<file path="src/rtl/fetch_unit_pkg.sv">
// Shared parameters and helpers for the instruction-fetch front end.
// Imported by the queue, the memory-bus interface and the fetch unit.
package fetch_unit_pkg;

  localparam int unsigned FU_ADDR_WIDTH = 32;
  localparam int unsigned FU_INST_WIDTH = 32;
  localparam int unsigned FU_FQ_DEPTH   = 4;
  localparam logic [31:0] FU_RESET_PC   = 32'h0000_0000;
  localparam logic [31:0] RV_NOP        = 32'h0000_0013;

  // Occupancy counters must represent 0..depth inclusive.
  function automatic int unsigned cnt_width(input int unsigned depth);
    return $clog2(depth) + 1;
  endfunction

endpackage : fetch_unit_pkg

</file>
<file path="src/rtl/fetch_unit_if.sv">
// Instruction-memory request/response bus between the fetch unit (master)
// and instruction memory (slave). Responses return in request order.
interface fetch_unit_if
  import fetch_unit_pkg::*;
#(
  parameter int unsigned ADDR_WIDTH = FU_ADDR_WIDTH,
  parameter int unsigned INST_WIDTH = FU_INST_WIDTH
);

  logic                  req_valid;
  logic [ADDR_WIDTH-1:0] req_addr;
  logic                  req_ready;
  logic                  rsp_valid;
  logic [INST_WIDTH-1:0] rsp_data;

  modport master (
    output req_valid, req_addr,
    input  req_ready, rsp_valid, rsp_data
  );

  modport slave (
    input  req_valid, req_addr,
    output req_ready, rsp_valid, rsp_data
  );

endinterface : fetch_unit_if

</file>
<file path="src/rtl/fetch_queue.sv">
// Synchronous FIFO holding {pc, instruction} entries for the fetch unit.
// Synchronous clear, occupancy count, and a head port that reads 0 when empty.
module fetch_queue
  import fetch_unit_pkg::*;
#(
  parameter int unsigned WIDTH = 64,
  parameter int unsigned DEPTH = FU_FQ_DEPTH,
  localparam int unsigned CW   = cnt_width(DEPTH)
) (
  input  logic             clk,
  input  logic             reset,
  input  logic             clear_i,
  input  logic             push_i,
  input  logic [WIDTH-1:0] push_data_i,
  input  logic             pop_i,
  output logic [WIDTH-1:0] head_o,
  output logic [CW-1:0]    count_o,
  output logic             empty_o
);

  localparam int unsigned PW = $clog2(DEPTH);

  logic [WIDTH-1:0] mem_q [DEPTH];
  logic [PW-1:0]    rd_ptr_q, wr_ptr_q;
  logic [CW-1:0]    count_q;
  logic             full;
  logic             do_push, do_pop;

  assign full    = (count_q == CW'(DEPTH));
  assign empty_o = (count_q == '0);
  assign count_o = count_q;
  assign do_push = push_i && !full && !clear_i;
  assign do_pop  = pop_i && !empty_o && !clear_i;
  assign head_o  = empty_o ? '0 : mem_q[rd_ptr_q];

  // NOTE: state registers use non-blocking assignments so every flop samples pre-edge values.
  always_ff @(posedge clk or negedge reset) begin
    if (!reset) begin
      rd_ptr_q <= '0;
      wr_ptr_q <= '0;
      count_q  <= '0;
    end else if (clear_i) begin
      rd_ptr_q <= '0;
      wr_ptr_q <= '0;
      count_q  <= '0;
    end else begin
      if (do_push) wr_ptr_q <= wr_ptr_q + PW'(1);
      if (do_pop)  rd_ptr_q <= rd_ptr_q + PW'(1);
      count_q <= count_q + CW'(do_push) - CW'(do_pop);
    end
  end

  // NOTE: storage is not reset; validity comes from count_q and the head read is masked when empty.
  always_ff @(posedge clk) begin
    if (do_push) mem_q[wr_ptr_q] <= push_data_i;
  end

  // Credit accounting upstream must never push into a full queue.
  a_no_overflow: assert property (@(posedge clk) disable iff (!reset)
    !(push_i && !clear_i && full));

endmodule : fetch_queue

</file>
<file path="src/rtl/fetch_unit.sv">
// Instruction-fetch front end: credit-limited in-order requests, a small fetch
// queue, and flush/redirect handling that drops stale in-flight responses.
module fetch_unit
  import fetch_unit_pkg::*;
#(
  parameter int unsigned           ADDR_WIDTH = FU_ADDR_WIDTH,
  parameter int unsigned           INST_WIDTH = FU_INST_WIDTH,
  parameter int unsigned           FQ_DEPTH   = FU_FQ_DEPTH,
  parameter logic [ADDR_WIDTH-1:0] RESET_PC   = ADDR_WIDTH'(FU_RESET_PC)
) (
  input  logic                  clk,
  input  logic                  reset,
  fetch_unit_if.master          imem,
  input  logic                  redirect_valid,
  input  logic [ADDR_WIDTH-1:0] redirect_pc,
  input  logic                  system_flush,
  input  logic                  system_stall,
  input  logic                  source_not_ready,
  output logic [ADDR_WIDTH-1:0] pc_out,
  output logic [INST_WIDTH-1:0] instruction_out,
  output logic                  uop_valid_out
);

  localparam int unsigned CW = cnt_width(FQ_DEPTH);
  localparam int unsigned EW = ADDR_WIDTH + INST_WIDTH;
  localparam logic [CW:0] CREDITS = (CW+1)'(FQ_DEPTH);

  logic                  active_q;
  logic [ADDR_WIDTH-1:0] fetch_pc_q, fetch_pc_d;
  logic [ADDR_WIDTH-1:0] resp_pc_q, resp_pc_d;
  logic [CW-1:0]         outstanding_q, outstanding_d;
  logic [CW-1:0]         drop_cnt_q, drop_cnt_d;

  logic                  kill, req_fire, rsp_drop, enq, deq, q_empty;
  logic [CW-1:0]         q_count;
  logic [CW:0]           credit_used;
  logic [EW-1:0]         head;
  logic [ADDR_WIDTH-1:0] head_pc, restart_pc;

  assign kill        = redirect_valid | system_flush;
  assign credit_used = {1'b0, q_count} + {1'b0, outstanding_q};

  // active_q keeps the request bus quiet while reset is asserted.
  assign imem.req_valid = active_q && !kill && (credit_used < CREDITS);
  assign imem.req_addr  = fetch_pc_q;
  assign req_fire       = imem.req_valid && imem.req_ready;

  assign rsp_drop = (drop_cnt_q != '0);
  assign enq      = imem.rsp_valid && !rsp_drop && !kill;

  assign head_pc         = head[EW-1 -: ADDR_WIDTH];
  assign pc_out          = head_pc;
  assign instruction_out = head[INST_WIDTH-1:0];
  assign uop_valid_out   = !q_empty && !kill;
  assign deq             = uop_valid_out && !system_stall && !source_not_ready;

  // A plain flush resumes from the oldest instruction not yet handed to decode.
  assign restart_pc = redirect_valid ? redirect_pc : (q_empty ? resp_pc_q : head_pc);

  // NOTE: every always_comb output gets a default first, so no path can infer a latch.
  always_comb begin
    outstanding_d = outstanding_q + CW'(req_fire) - CW'(imem.rsp_valid);
    drop_cnt_d    = drop_cnt_q;
    fetch_pc_d    = fetch_pc_q;
    resp_pc_d     = resp_pc_q;

    if (imem.rsp_valid && rsp_drop) drop_cnt_d = drop_cnt_q - CW'(1);
    if (req_fire)                   fetch_pc_d = fetch_pc_q + ADDR_WIDTH'(4);
    if (enq)                        resp_pc_d  = resp_pc_q + ADDR_WIDTH'(4);

    if (kill) begin
      drop_cnt_d = outstanding_d;
      fetch_pc_d = restart_pc;
      resp_pc_d  = restart_pc;
    end
  end

  always_ff @(posedge clk or negedge reset) begin
    if (!reset) begin
      active_q      <= 1'b0;
      fetch_pc_q    <= RESET_PC;
      resp_pc_q     <= RESET_PC;
      outstanding_q <= '0;
      drop_cnt_q    <= '0;
    end else begin
      active_q      <= 1'b1;
      fetch_pc_q    <= fetch_pc_d;
      resp_pc_q     <= resp_pc_d;
      outstanding_q <= outstanding_d;
      drop_cnt_q    <= drop_cnt_d;
    end
  end

  fetch_queue #(
    .WIDTH (EW),
    .DEPTH (FQ_DEPTH)
  ) u_queue (
    .clk         (clk),
    .reset       (reset),
    .clear_i     (kill),
    .push_i      (enq),
    .push_data_i ({resp_pc_q, imem.rsp_data}),
    .pop_i       (deq),
    .head_o      (head),
    .count_o     (q_count),
    .empty_o     (q_empty)
  );

endmodule : fetch_unit
</file>
<file path="src/flat_wrapper.sv">
// flat-port wrapper written by rule: the top's interface ports become plain ports
module fetch_unit_flat import fetch_unit_pkg::*;
#(
  parameter int unsigned           ADDR_WIDTH = FU_ADDR_WIDTH,
  parameter int unsigned           INST_WIDTH = FU_INST_WIDTH,
  parameter int unsigned           FQ_DEPTH   = FU_FQ_DEPTH,
  parameter logic [ADDR_WIDTH-1:0] RESET_PC   = ADDR_WIDTH'(FU_RESET_PC)
)
  (clk, reset, redirect_valid, redirect_pc, system_flush, system_stall, source_not_ready, pc_out, instruction_out, uop_valid_out, imem_req_valid, imem_req_addr, imem_req_ready, imem_rsp_valid, imem_rsp_data);
  fetch_unit_if #(.ADDR_WIDTH(ADDR_WIDTH), .INST_WIDTH(INST_WIDTH)) imem_i ();
  input  logic clk;
  input  logic reset;
  input  logic redirect_valid;
  input  logic [ADDR_WIDTH-1:0] redirect_pc;
  input  logic system_flush;
  input  logic system_stall;
  input  logic source_not_ready;
  output logic [ADDR_WIDTH-1:0] pc_out;
  output logic [INST_WIDTH-1:0] instruction_out;
  output logic uop_valid_out;
  output wire logic [$bits(imem_i.req_valid)-1:0] imem_req_valid;
  output wire logic [$bits(imem_i.req_addr)-1:0] imem_req_addr;
  input wire logic [$bits(imem_i.req_ready)-1:0] imem_req_ready;
  input wire logic [$bits(imem_i.rsp_valid)-1:0] imem_rsp_valid;
  input wire logic [$bits(imem_i.rsp_data)-1:0] imem_rsp_data;
  assign imem_req_valid = imem_i.req_valid;
  assign imem_req_addr = imem_i.req_addr;
  assign imem_i.req_ready = imem_req_ready;
  assign imem_i.rsp_valid = imem_rsp_valid;
  assign imem_i.rsp_data = imem_rsp_data;
  fetch_unit #(.ADDR_WIDTH(ADDR_WIDTH), .INST_WIDTH(INST_WIDTH), .FQ_DEPTH(FQ_DEPTH), .RESET_PC(RESET_PC)) u_core (.clk(clk), .reset(reset), .imem(imem_i), .redirect_valid(redirect_valid), .redirect_pc(redirect_pc), .system_flush(system_flush), .system_stall(system_stall), .source_not_ready(source_not_ready), .pc_out(pc_out), .instruction_out(instruction_out), .uop_valid_out(uop_valid_out));
endmodule
</file>
<file path="config.mk">
export PLATFORM = sky130hd
export DESIGN_NAME = fetch_unit_flat
export DESIGN_NICKNAME = d
export VERILOG_FILES = /design/src/rtl/fetch_unit_pkg.sv /design/src/rtl/fetch_unit_if.sv /design/src/rtl/fetch_queue.sv /design/src/rtl/fetch_unit.sv /design/src/flat_wrapper.sv
export SDC_FILE = /design/constraint.sdc
export NUM_CORES = 1
export LEC_CHECK = 0
export BUFFER_PORTS_ARGS = -buffer_cell sky130_fd_sc_hd__buf_2
export CAP_MARGIN = 20
export CORE_MARGIN = 2
export CORE_UTILIZATION = 30
export DETAILED_ROUTE_END_ITERATION = 16
export MAX_ROUTING_LAYER = met4
export PLACE_DENSITY_LB_ADDON = 0.05
export SYNTH_ARGS = -nofsm -noshare
export SYNTH_HDL_FRONTEND = slang
export SYNTH_HIERARCHICAL = 1
export SYNTH_SLANG_ARGS = --single-unit
</file>
<file path="constraint.sdc">
create_clock -name clk -period 3.7 [get_ports clk]
set_input_delay 0.74 -clock clk [delete_from_list [all_inputs] [get_ports clk]]
set_output_delay 0.74 -clock clk [all_outputs]
set_load 0.03 [all_outputs]
</file>
==> flow_summary.yaml <==
run_status:
  status: "complete, no violations"
drt:
  vias: 9967
  wl_um: 45300
  via_per_inst: 5.14
  met3_length_um: 1850
  route.detailed.drc: 0
  routedWlPerCell_um: 23.4
  drt_iter0_drc: 640
  top_layer: "met4"
  m1WireLength_um: 21500
  dr.pass1.iters: 5
  wl_met2_um: 21200
  antenna_left: 0
cells_and_area:
  final_nets: 1324
  finish.utilization: 0.366
  final_area_um2: 18400
  fillers: 4873
  area_delta_synth_final_pct: 20.2
  antenna_cells: 0
  ff_latch_area_um2: 9590
  drive_above_1_share: 0.279
  multi_input_area_um2: 5290
power:
  p_int_w: 0.00683
  swShare: 0.250
  cellPowerDensity_nw_per_um2: 495
  pwr-share-clk: 0.436
  ir_drop_uv: 279
  power_switching_w: 0.00228
  p_seq_frac: 0.478
  power_leakage_nw: 6.85
  p_comb_frac: 0.085
  power.total_w: 0.00911
yosys:
  synth_top_flop_cell: "edfxtp_1"
  yosys.area_share.simple: 0.111
  ys_seq_area_frac: 0.627
  async_flop_share: 0.229
  synth-xor-area-share: 0.00401
  synth_compound_area_frac: 0.0988
  syn_area_per_cell_um2: 14.5
  synthAdderAreaFrac: 0.0141
  synthCells: 1058
  ys_seq_elements: 332
  synthesis.nets: 1146
  synth_area_leaders: "edfxtp_1, dfrtp_1, mux4_2"
  synth_top_family_by_area: "multiplexers"
  synthDominantCellAreaShare: 0.503
  ys_warn_count: 6
  synthMuxAreaShare: 0.117
  synth_edf_count: 256
  yosysUniqueCellTypes: 67
  synth_area_um2: 15300
  synth_largest_area_cell: "edfxtp_1"
cts:
  post_cts_resized: 0
  root_buffer: "clkbuf_16"
  path_clk_slew_ns: 0.06
  cts_max_level: 2
  cts_tree: "built"
  cts_max_path_buffers: 3
  hold_buffers: 0
  worstSkewPairLatency_ns: 0.56
  postCtsSetupBuffers: 0
  cts_made_buffers: 40
  clkSinkCount: 332
placed_design:
  gp_congestion: 0.783
  dpl.hpwl_um: 30000
  port_buffers: 169
  place_area_um2: 17100
timing:
  setup_tns_ns: 0
  finalSetupViolCount: 0
  whs_ns: 0.291
  worst_pin_slew_ns: 1.04
  period_share: 0.907
  fin_skew_ns: 0.0143
  period_minus_slack_ns: 3.36
  hold_viol_final: 0
  clock.fmax_ghz: 0.298
  final_max_slew_viol_count: 0
  rsz0062_at_grt: "no"
  max_slew_margin: 0.298
die:
  die_h_um: 230
  initial_utilization: 0.304
  fp.coreArea_um2: 50300
  die_area_um2: 52800
  ioPinCount: 170
  die_x_um: 230
  num_rows: 82
global_routing:
  overflow: 0
  grt_max_degree: 65
  grt_antenna_before_repair: 0
  grt_util_all_layers: 0.178
  grt_pass1_vias: 10400
  grt_pass1_wl_um: 68700
worst_setup_path:
  cp.required_ns: 2.96
  crit_path_end_kind: "primary output"
  critPathArrivalTime_ns: 2.62
  critPathMaxFanout: 45
  start_kind: "flip-flop"
  path_class: "flip-flop to primary output"
hold_path:
  min_path_type: "input port to async pin"
flow_run:
  maxCapViolCount: 0
## cells in the final DEF (no fill, tap or decap), types with 9 or more instances in the layout
master     netlist  final
a211oi_1        16     16
a21oi_1         35     35
a2bb2oi_1       10     10
a311oi_1        15     15
a31oi_1         19     19
and2_1          13      9
and3_1          16     16
and4_1          14     14
buf_12           0     10
buf_2           17    168
buf_4            5     27
clkbuf_16        0     40
dfrtp_1         76     74
edfxtp_1       256    256
ha_1            14     14
inv_1           25     25
mux2i_1         33     33
mux4_2          64     64
nand2_1         48     48
nand3_1         20     20
nand4_1         24     24
nor2_1          32     31
nor2b_1         65     65
nor3_1          21     21
nor4_1          16     16
o21a_1          12     12
o21ai_0         31     31
o21ai_1         10     10
o22a_1          16     16
o22ai_1         14     14
## registers in the layout, indices dropped and copies added (netlist names)
name / cells
u_core/outstanding_q: 3
u_core/resp_pc_q: 30
u_core/u_queue/mem_q: 256
u_core/u_queue/rd_ptr_q: 2
u_core/active_q: 1
u_core/drop_cnt_q: 3
u_core/u_queue/count_o: 3
u_core/u_queue/wr_ptr_q: 2
u_core/imem.req_addr: 32
## final timing paths
kind,from,to,slack (ns),cells past startpoint
min in group clk,redirect_pc[1],u_core/imem.req_addr[1],0.39,3
max reg2reg,u_core/u_queue/count_o[2],u_core/drop_cnt_q[2],0.71,11
min reg2reg,u_core/outstanding_q[2],u_core/outstanding_q[2],0.52,1
max,u_core/u_queue/count_o[1],pc_out[10],0.34,5
min,reset,u_core/imem.req_addr[23],0.29,1
max in group asynchronous,reset,u_core/resp_pc_q[6],2.69,2
## logic make-up (layout without fill, tap and decap cells)
group / Yosys count / count (layout)
DFF: 332 / 332
adders and majority gates: 16 / 16
AOI/OAI and AO/OA: 216 / 216
muxes: 98 / 98
xor gates and xnor gates: 7 / 7
other: 1 / 1
and+or+nand+nor: 293 / 293
buffers and inverters: 95 / 303
## metal layers
layer  global-route usage  vias to the layer above
met4               0.0484                        0
met1                0.247                     5076
met3               0.0250                       63
li1                     -                     4595
met5                    -                        -
met2                0.275                      233
## layout make-up
type / instances / share of cell area
multi-input combinational: 631 / 0.288
clock buffer: 49 / 0.0568
clock inverter: 23 / 0.0151
inverter: 26 / 0.00531
timing repair buffer: 205 / 0.0676
tap: 672 / 0.0457
sequential: 332 / 0.522
## synthesized netlist by cell type, types with 4 or more instances
cell / number
a211oi_1: 16
a21o_1: 4
a21oi_1: 35
a2bb2oi_1: 10
a311oi_1: 15
a31oi_1: 19
and2_1: 13
and3_1: 16
and4_1: 14
buf_2: 17
buf_4: 5
buf_6: 6
clkbuf_1: 38
dfrtp_1: 76
edfxtp_1: 256
ha_1: 14
inv_1: 25
mux2i_1: 33
mux4_2: 64
nand2_1: 48
nand2b_1: 5
nand3_1: 20
nand4_1: 24
nor2_1: 32
nor2b_1: 65
nor3_1: 21
nor4_1: 16
o21a_1: 12
o21ai_0: 31
o21ai_1: 10
o221a_1: 4
o22a_1: 16
o22ai_1: 14
xor2_1: 4
## power by group through the flow
stage	sequential, W	clock [W]	combinational [W]
final	0.00436	0.00397	0.000778
after global routing	0.00438	0.00427	0.000864
after CTS	0.00436	0.00411	0.000789
after detailed placement	0.00443	0	0.000783
after global placement	0.00443	0	0.000781
after floorplan	0.00441	0	0.000458
## worst max-delay path, stage by stage, from the launching register on
cell and delay, ns:
dfrtp_1 0.50, nor3_4 0.29, buf_12 0.29, buf_4 0.46, nor2b_1 0.22, buf_2 0.23
## stage by stage
stage | std cells | setup WS [ns]
after floorplan | 1058 | 0.459
after global placement | 1866 | 0.490
after detailed placement | 1866 | 0.449
after CTS | 1938 | 0.241
after global routing | 1938 | 0.184
final | 1938 | 0.343
(Power assumes the default switching activity.)
